--- src/rtl/awg_play_ctrl.sv ---
// Arbitrary-waveform playback controller: byte-command parser, trigger synchronizer and sample-address sequencer.
// Define AWG_PLAY_LOOP_EN to build the multi-pass loop counter (LOOPS == 0 repeats until ABORT).
module awg_play_ctrl #(
  parameter int ADDR_W = 15
) (
  input  logic              clk100,
  input  logic              rstn,
  input  logic              cmd_tvalid,
  output logic              cmd_tready,
  input  logic [7:0]        cmd_tdata,
  input  logic              trigger,
  output logic              rd_en,
  output logic [ADDR_W-1:0] rd_addr,
  output logic              armed,
  output logic              busy,
  output logic              done_pulse,
  output logic              err_latched
);

  typedef enum logic [1:0] {ST_IDLE, ST_ARMED, ST_PLAY} state_t;
  typedef enum logic [1:0] {PH_OPCODE, PH_LO, PH_HI} phase_t;

  localparam logic [7:0] OP_SET_START = 8'h01;
  localparam logic [7:0] OP_SET_LEN   = 8'h02;
  localparam logic [7:0] OP_SET_LOOPS = 8'h03;
  localparam logic [7:0] OP_ARM       = 8'h04;
  localparam logic [7:0] OP_FORCE     = 8'h05;
  localparam logic [7:0] OP_ABORT     = 8'h06;

  state_t            state, state_next;
  phase_t            phase;
  logic [7:0]        opcode_q, lo_q;
  logic [ADDR_W-1:0] sh_start, sh_len, act_start, act_len, idx;
  logic              cmd_fire, op_arm, op_force, op_abort, op_bad;
  logic              trig_s1, trig_s2, trig_s3, trig_edge;
  logic              load_active, arm_err, go_play, pass_end, last_pass, run_end;

`ifdef AWG_PLAY_LOOP_EN
  logic [15:0] sh_loops, loops_left;
  assign last_pass = (loops_left == 16'd1);
`else
  assign last_pass = 1'b1;
`endif

  assign cmd_fire  = cmd_tvalid & cmd_tready;
  assign trig_edge = trig_s2 & ~trig_s3;
  assign armed     = (state == ST_ARMED);
  assign busy      = (state == ST_PLAY);
  assign rd_en     = (state == ST_PLAY);

  // Single-byte opcodes act the cycle they are accepted; payload opcodes only start a frame
  always_comb begin
    op_arm   = 1'b0;
    op_force = 1'b0;
    op_abort = 1'b0;
    op_bad   = 1'b0;
    if (cmd_fire && phase == PH_OPCODE) begin
      case (cmd_tdata)
        OP_SET_START, OP_SET_LEN, OP_SET_LOOPS: ;
        OP_ARM:   op_arm   = 1'b1;
        OP_FORCE: op_force = 1'b1;
        OP_ABORT: op_abort = 1'b1;
        default:  op_bad   = 1'b1;
      endcase
    end
  end

  always_ff @(posedge clk100 or negedge rstn) begin
    if (!rstn) begin
      phase    <= PH_OPCODE;
      opcode_q <= '0;
      lo_q     <= '0;
      sh_start <= '0;
      sh_len   <= '0;
`ifdef AWG_PLAY_LOOP_EN
      sh_loops <= 16'd1;
`endif
    end else if (cmd_fire) begin
      case (phase)
        PH_OPCODE: begin
          if (cmd_tdata == OP_SET_START || cmd_tdata == OP_SET_LEN || cmd_tdata == OP_SET_LOOPS) begin
            opcode_q <= cmd_tdata;
            phase    <= PH_LO;
          end
        end
        PH_LO: begin
          lo_q  <= cmd_tdata;
          phase <= PH_HI;
        end
        default: begin
          // Upper payload bits beyond the address width are dropped by the size cast
          if (opcode_q == OP_SET_START) sh_start <= ADDR_W'({cmd_tdata, lo_q});
          if (opcode_q == OP_SET_LEN)   sh_len   <= ADDR_W'({cmd_tdata, lo_q});
`ifdef AWG_PLAY_LOOP_EN
          if (opcode_q == OP_SET_LOOPS) sh_loops <= {cmd_tdata, lo_q};
`endif
          phase <= PH_OPCODE;
        end
      endcase
    end
  end

  always_ff @(posedge clk100 or negedge rstn) begin
    if (!rstn) begin
      trig_s1 <= 1'b0;
      trig_s2 <= 1'b0;
      trig_s3 <= 1'b0;
    end else begin
      trig_s1 <= trigger;
      trig_s2 <= trig_s1;
      trig_s3 <= trig_s2;
    end
  end

  always_ff @(posedge clk100 or negedge rstn) begin
    if (!rstn) state <= ST_IDLE;
    else       state <= state_next;
  end

  // ABORT is checked ahead of trigger/FORCE and end-of-run so it always wins
  always_comb begin
    state_next  = state;
    load_active = 1'b0;
    arm_err     = 1'b0;
    go_play     = 1'b0;
    pass_end    = 1'b0;
    run_end     = 1'b0;
    case (state)
      ST_IDLE: begin
        if (op_arm) begin
          if (sh_len != '0) begin
            load_active = 1'b1;
            state_next  = ST_ARMED;
          end else begin
            arm_err = 1'b1;
          end
        end
      end
      ST_ARMED: begin
        if (op_abort) begin
          state_next = ST_IDLE;
        end else if (op_force || trig_edge) begin
          go_play    = 1'b1;
          state_next = ST_PLAY;
        end
      end
      ST_PLAY: begin
        if (op_abort) begin
          state_next = ST_IDLE;
        end else if (idx == act_len - ADDR_W'(1)) begin
          pass_end = 1'b1;
          if (last_pass) begin
            run_end    = 1'b1;
            state_next = ST_IDLE;
          end
        end
      end
      default: state_next = ST_IDLE;
    endcase
  end

  // rd_addr only moves while playing, so it holds its last value once rd_en drops
  always_ff @(posedge clk100 or negedge rstn) begin
    if (!rstn) begin
      cmd_tready  <= 1'b0;
      err_latched <= 1'b0;
      done_pulse  <= 1'b0;
      act_start   <= '0;
      act_len     <= '0;
      idx         <= '0;
      rd_addr     <= '0;
`ifdef AWG_PLAY_LOOP_EN
      loops_left  <= 16'd1;
`endif
    end else begin
      cmd_tready  <= 1'b1;
      err_latched <= err_latched | op_bad | arm_err;
      done_pulse  <= run_end;
      if (load_active) begin
        act_start <= sh_start;
        act_len   <= sh_len;
`ifdef AWG_PLAY_LOOP_EN
        loops_left <= sh_loops;
`endif
      end
      if (go_play || (pass_end && !run_end)) begin
        idx     <= '0;
        rd_addr <= act_start;
`ifdef AWG_PLAY_LOOP_EN
        if (pass_end && loops_left != 16'd0) loops_left <= loops_left - 16'd1;
`endif
      end else if (state == ST_PLAY && !op_abort && !run_end) begin
        idx     <= idx + ADDR_W'(1);
        rd_addr <= rd_addr + ADDR_W'(1);
      end
    end
  end

endmodule
--- config.mk ---
export PLATFORM = sky130hd
export DESIGN_NAME = awg_play_ctrl
export DESIGN_NICKNAME = d
export VERILOG_FILES = /design/src/rtl/awg_play_ctrl.sv
export SDC_FILE = /design/constraint.sdc
export NUM_CORES = 1
export LEC_CHECK = 0
export CORE_MARGIN = 1.5
export CORE_UTILIZATION = 60
export CTS_CLUSTER_SIZE = 30
export DETAILED_ROUTE_END_ITERATION = 16
export GPL_TIMING_DRIVEN = 0
export HOLD_SLACK_MARGIN = 0.02
export PLACE_DENSITY = 0.91
export REMOVE_ABC_BUFFERS = 1
export SYNTH_ARGS = -nofsm -noshare
export SYNTH_HDL_FRONTEND = slang
export SYNTH_SLANG_ARGS = --single-unit
--- constraint.sdc ---
create_clock -name clk100 -period 5.3 [get_ports clk100]
set_input_delay 0.795 -clock clk100 [delete_from_list [all_inputs] [get_ports clk100]]
set_output_delay 0.795 -clock clk100 [all_outputs]
set_load 0.1 [all_outputs]
==> impl_metrics.ini <==
[status]
outcome = finished clean

[grt]
grt_pass1_wl_um = 23000
track_usage = 0.303
grt_pass1_vias = 4535
grt_max_degree = 71
antenna_found_initial = 0
grt_overflow = 0

[logic_synthesis]
synth_fa_ha_area_frac = 0.00657
avgSynthCellArea_um2 = 11.1
syn_area_um2 = 5710
yosys.area_share.simple = 0.181
ys_types = 64
ys.flop_type = dfrtp_1
ys_seq_area_frac = 0.508
synth.ff_latch_count = 116
synth-edff-count = 0
synth_compound_area_frac = 0.115
synthArstFlopShare = 1.00
synthTopCellsByArea = dfrtp_1 (51%), mux2_2 (12%), nand2_1 (3.1%), o211ai_1 (2.1%), nor2b_1 (1.9%)
synth_top_family_by_area = simple AND/OR/NAND/NOR gates
yosysTopAreaCell = dfrtp_1
yosys_warnings = 0
synthXorXnorAreaFrac = 0.0261
yosysMostFrequentCell = dfrtp_1
netlist_instances = 515
synth_top_area_share = 0.508
muxShareOfSynthArea = 0.133
ys_top_cells_by_count = dfrtp_1 (116), mux2_2 (61), nand2_1 (47), nor2_1 (18)

[worst_setup_path]
rr_endpoint = rd_addr[1]$_DFFE_PN0P_
crit_path_start_kind = input port
critical_path_buf_inv_count = 1
path_max_fanout = 39
r2r_slack_ns = 1.70
slowest_delay_ns = 0.99
crit_path_top_delay_cell = nand2_1
cp.required_ns = 5.71
critical_path.cell_chain = clkdlybuf4s50_1 > or4_1 > nand4bb_1 > nor2_1 > o2bb2ai_1 > nand2_1 > o21ai_1 > o21a_1
r2r-start = phase[1]$_DFFE_PN0P_
reg2reg_depth = 7
path_delay_family = simple AND/OR/NAND/NOR gates
crit_type = input port to register
endpoint_kind = register
worstPathArrival_ns = 4.46

[die]
initial_core_util = 0.618
die_area_um2 = 10100
die_x_um = 101
core_um2 = 9240
row_count = 35
die_y_um = 101
num_io_pins = 33

[detailed_routing]
viasPerCell = 6.45
wl_per_cell_um = 20.8
dr.pass1.iters = 5
vias = 4411
route.detailed.drc = 0
drt-total-wl_um = 14200
antenna_left = 0
drtIter0Drc = 312

[cells_and_area]
nNetsFinal = 557
insertedDiodeCount = 0
regArea_um2 = 2900
synthToLayoutAreaGrowth_pct = 17.4
drive_gt1_frac = 0.196
final_util = 0.726
multiInputGateArea_um2 = 2640
fillCellCount = 581

[placed_design]
port-buffer-count = 32
gp_congestion = 0.824
post-dp-hpwl_um = 8660

[clock_tree]
cts_tree = yes
post_cts_resized = 0
clock_sinks = 116
cts_hold_buf = 0
cts_made_buffers = 17
ctsRootBufferMaster = clkbuf_8
clockBufferDepth = 2
cts_htree_levels = 4
cts_setup_buffers = 0
clk_latency_ns = 0.53
clkSlewWorstSetupHoldPaths_ns = 0.06

[run]
maxCapViolations = 0

[timing]
drv_slew = 0
rsz0062_at_grt = no
min_period_ns = 4.05
fin_skew_ns = 0.00914
timing.fmax_mhz = 247
hold_violations = 0
max-slew-margin-rel = 0.0998
period_share = 0.764
setup_viol = 0
tns_ns = 0
worst_slew_pin_slew_ns = 1.35

[power_and_ir_drop]
peakVddDrop_mv = 0.258
power_density_nw_per_um2 = 316
power.leakage_nw = 3.06
p_total_w = 0.00212

[min_path]
hp-class = input port to async pin
==> how the worst max path moves through the flow <==
stage | startpoint | to | slack, ns | cells past startpoint
floorplan | state[0]$_DFFE_PN0P_ | idx[7]$_DFFE_PN0P_ | 0.02 | 4
detailed placement | cmd_tdata[5] | rd_addr[1]$_DFFE_PN0P_ | 0.87 | 8
global route | cmd_tdata[5] | rd_addr[1]$_DFFE_PN0P_ | 1.11 | 8
global placement | rstn | rd_addr[10]$_DFFE_PN0P_ | -0.86 | 1
finish | cmd_tdata[4] | rd_addr[1]$_DFFE_PN0P_ | 1.25 | 8
CTS | cmd_tdata[4] | rd_addr[1]$_DFFE_PN0P_ | 1.36 | 8
==> registers in the layout, indices dropped and copies added, names as in the netlist <==
| register | count |
|---|---|
| cmd_tready | 1 |
| idx | 15 |
| phase | 2 |
| sh_start | 15 |
| lo_q | 8 |
| rd_addr | 15 |
| state | 2 |
| act_len | 15 |
| trig_s2 | 1 |
| done_pulse | 1 |
| opcode_q | 8 |
| err_latched | 1 |
| act_start | 15 |
| trig_s1 | 1 |
| trig_s3 | 1 |
| sh_len | 15 |
==> through the flow <==
stage / std cells / hold slack [ns] / worst slack, ns / cell area, µm²
3_3_place_gp: 650 / 0.342 / -0.859 / 6070
4_1_cts: 684 / 0.304 / 1.36 / 6710
5_1_grt: 684 / 0.314 / 1.11 / 6710
3_5_place_dp: 652 / 0.336 / 0.866 / 6100
2_1_floorplan: 489 / 0.331 / 0.0249 / 5590
6_report: 684 / 0.286 / 1.25 / 6710
==> cells by family after synthesis <==
| group | after synthesis |
|---|---|
| mux | 68 |
| buf+inv | 39 |
| fa+ha+maj | 3 |
| compound gates | 90 |
| xor+xnor | 17 |
| simple gates | 181 |
| other cells | 1 |
| flops | 116 |
==> where the power goes <==
part / internal (W) / leakage [nW] / switching, W
logic: 0.0000184 / 1.22 / 0.0000365
registers: 0.000895 / 1.56 / 0.00000692
clock network: 0.000743 / 0.284 / 0.000420
total: 0.00166 / 3.06 / 0.000463
==> metal layers <==
metal	part of all wire	up-vias	GRT usage
li1	-	1955	-
met1	0.41	2211	0.376
met2	0.50	204	0.479
met3	0.065	41	0.101
met4	0.028	0	0.153
met5	0	-	0
==> layout by cell type (no fill, tap or decap), types with 4 or more instances in the layout <==
cell,synthesis,final
o31ai_1,9,9
nand3_1,14,14
nand2_1,47,47
nor3_1,13,13
nand4b_1,4,4
nand3b_1,5,5
clkdlybuf4s50_1,0,31
nand4_1,9,9
mux2_2,61,61
o311ai_1,4,4
clkinv_4,0,4
or4_1,4,4
nor2_1,18,18
inv_1,13,13
mux2i_1,7,7
o21ai_0,17,17
xnor2_1,11,11
nor2b_1,17,17
o211ai_1,16,16
a21oi_1,4,4
o311ai_0,4,4
dfrtp_1,116,116
a31oi_1,7,7
clkbuf_16,0,16
xor2_1,6,6
nand2b_1,14,14
and3_1,11,10
nor4_1,5,5
==> worst register-to-register path, stage by stage (launching register included) <==
cell       delay, ns
dfrtp_1         0.41
nor4bb_1        0.53
nand4bb_1       0.26
nor2_1          0.32
o2bb2ai_1       0.16
nand2_1         0.99
o21ai_1         0.50
o21a_1          0.32
==> cell type report <==
cell class,count,area share
Tap cell,129,0.0241
Sequential cell,116,0.433
Inverter,13,0.00728
Clock buffer,21,0.0670
Timing Repair Buffer,34,0.0526
Multi-Input combinational cell,360,0.393
Clock inverter,11,0.0228
(Power assumes the default switching activity.)
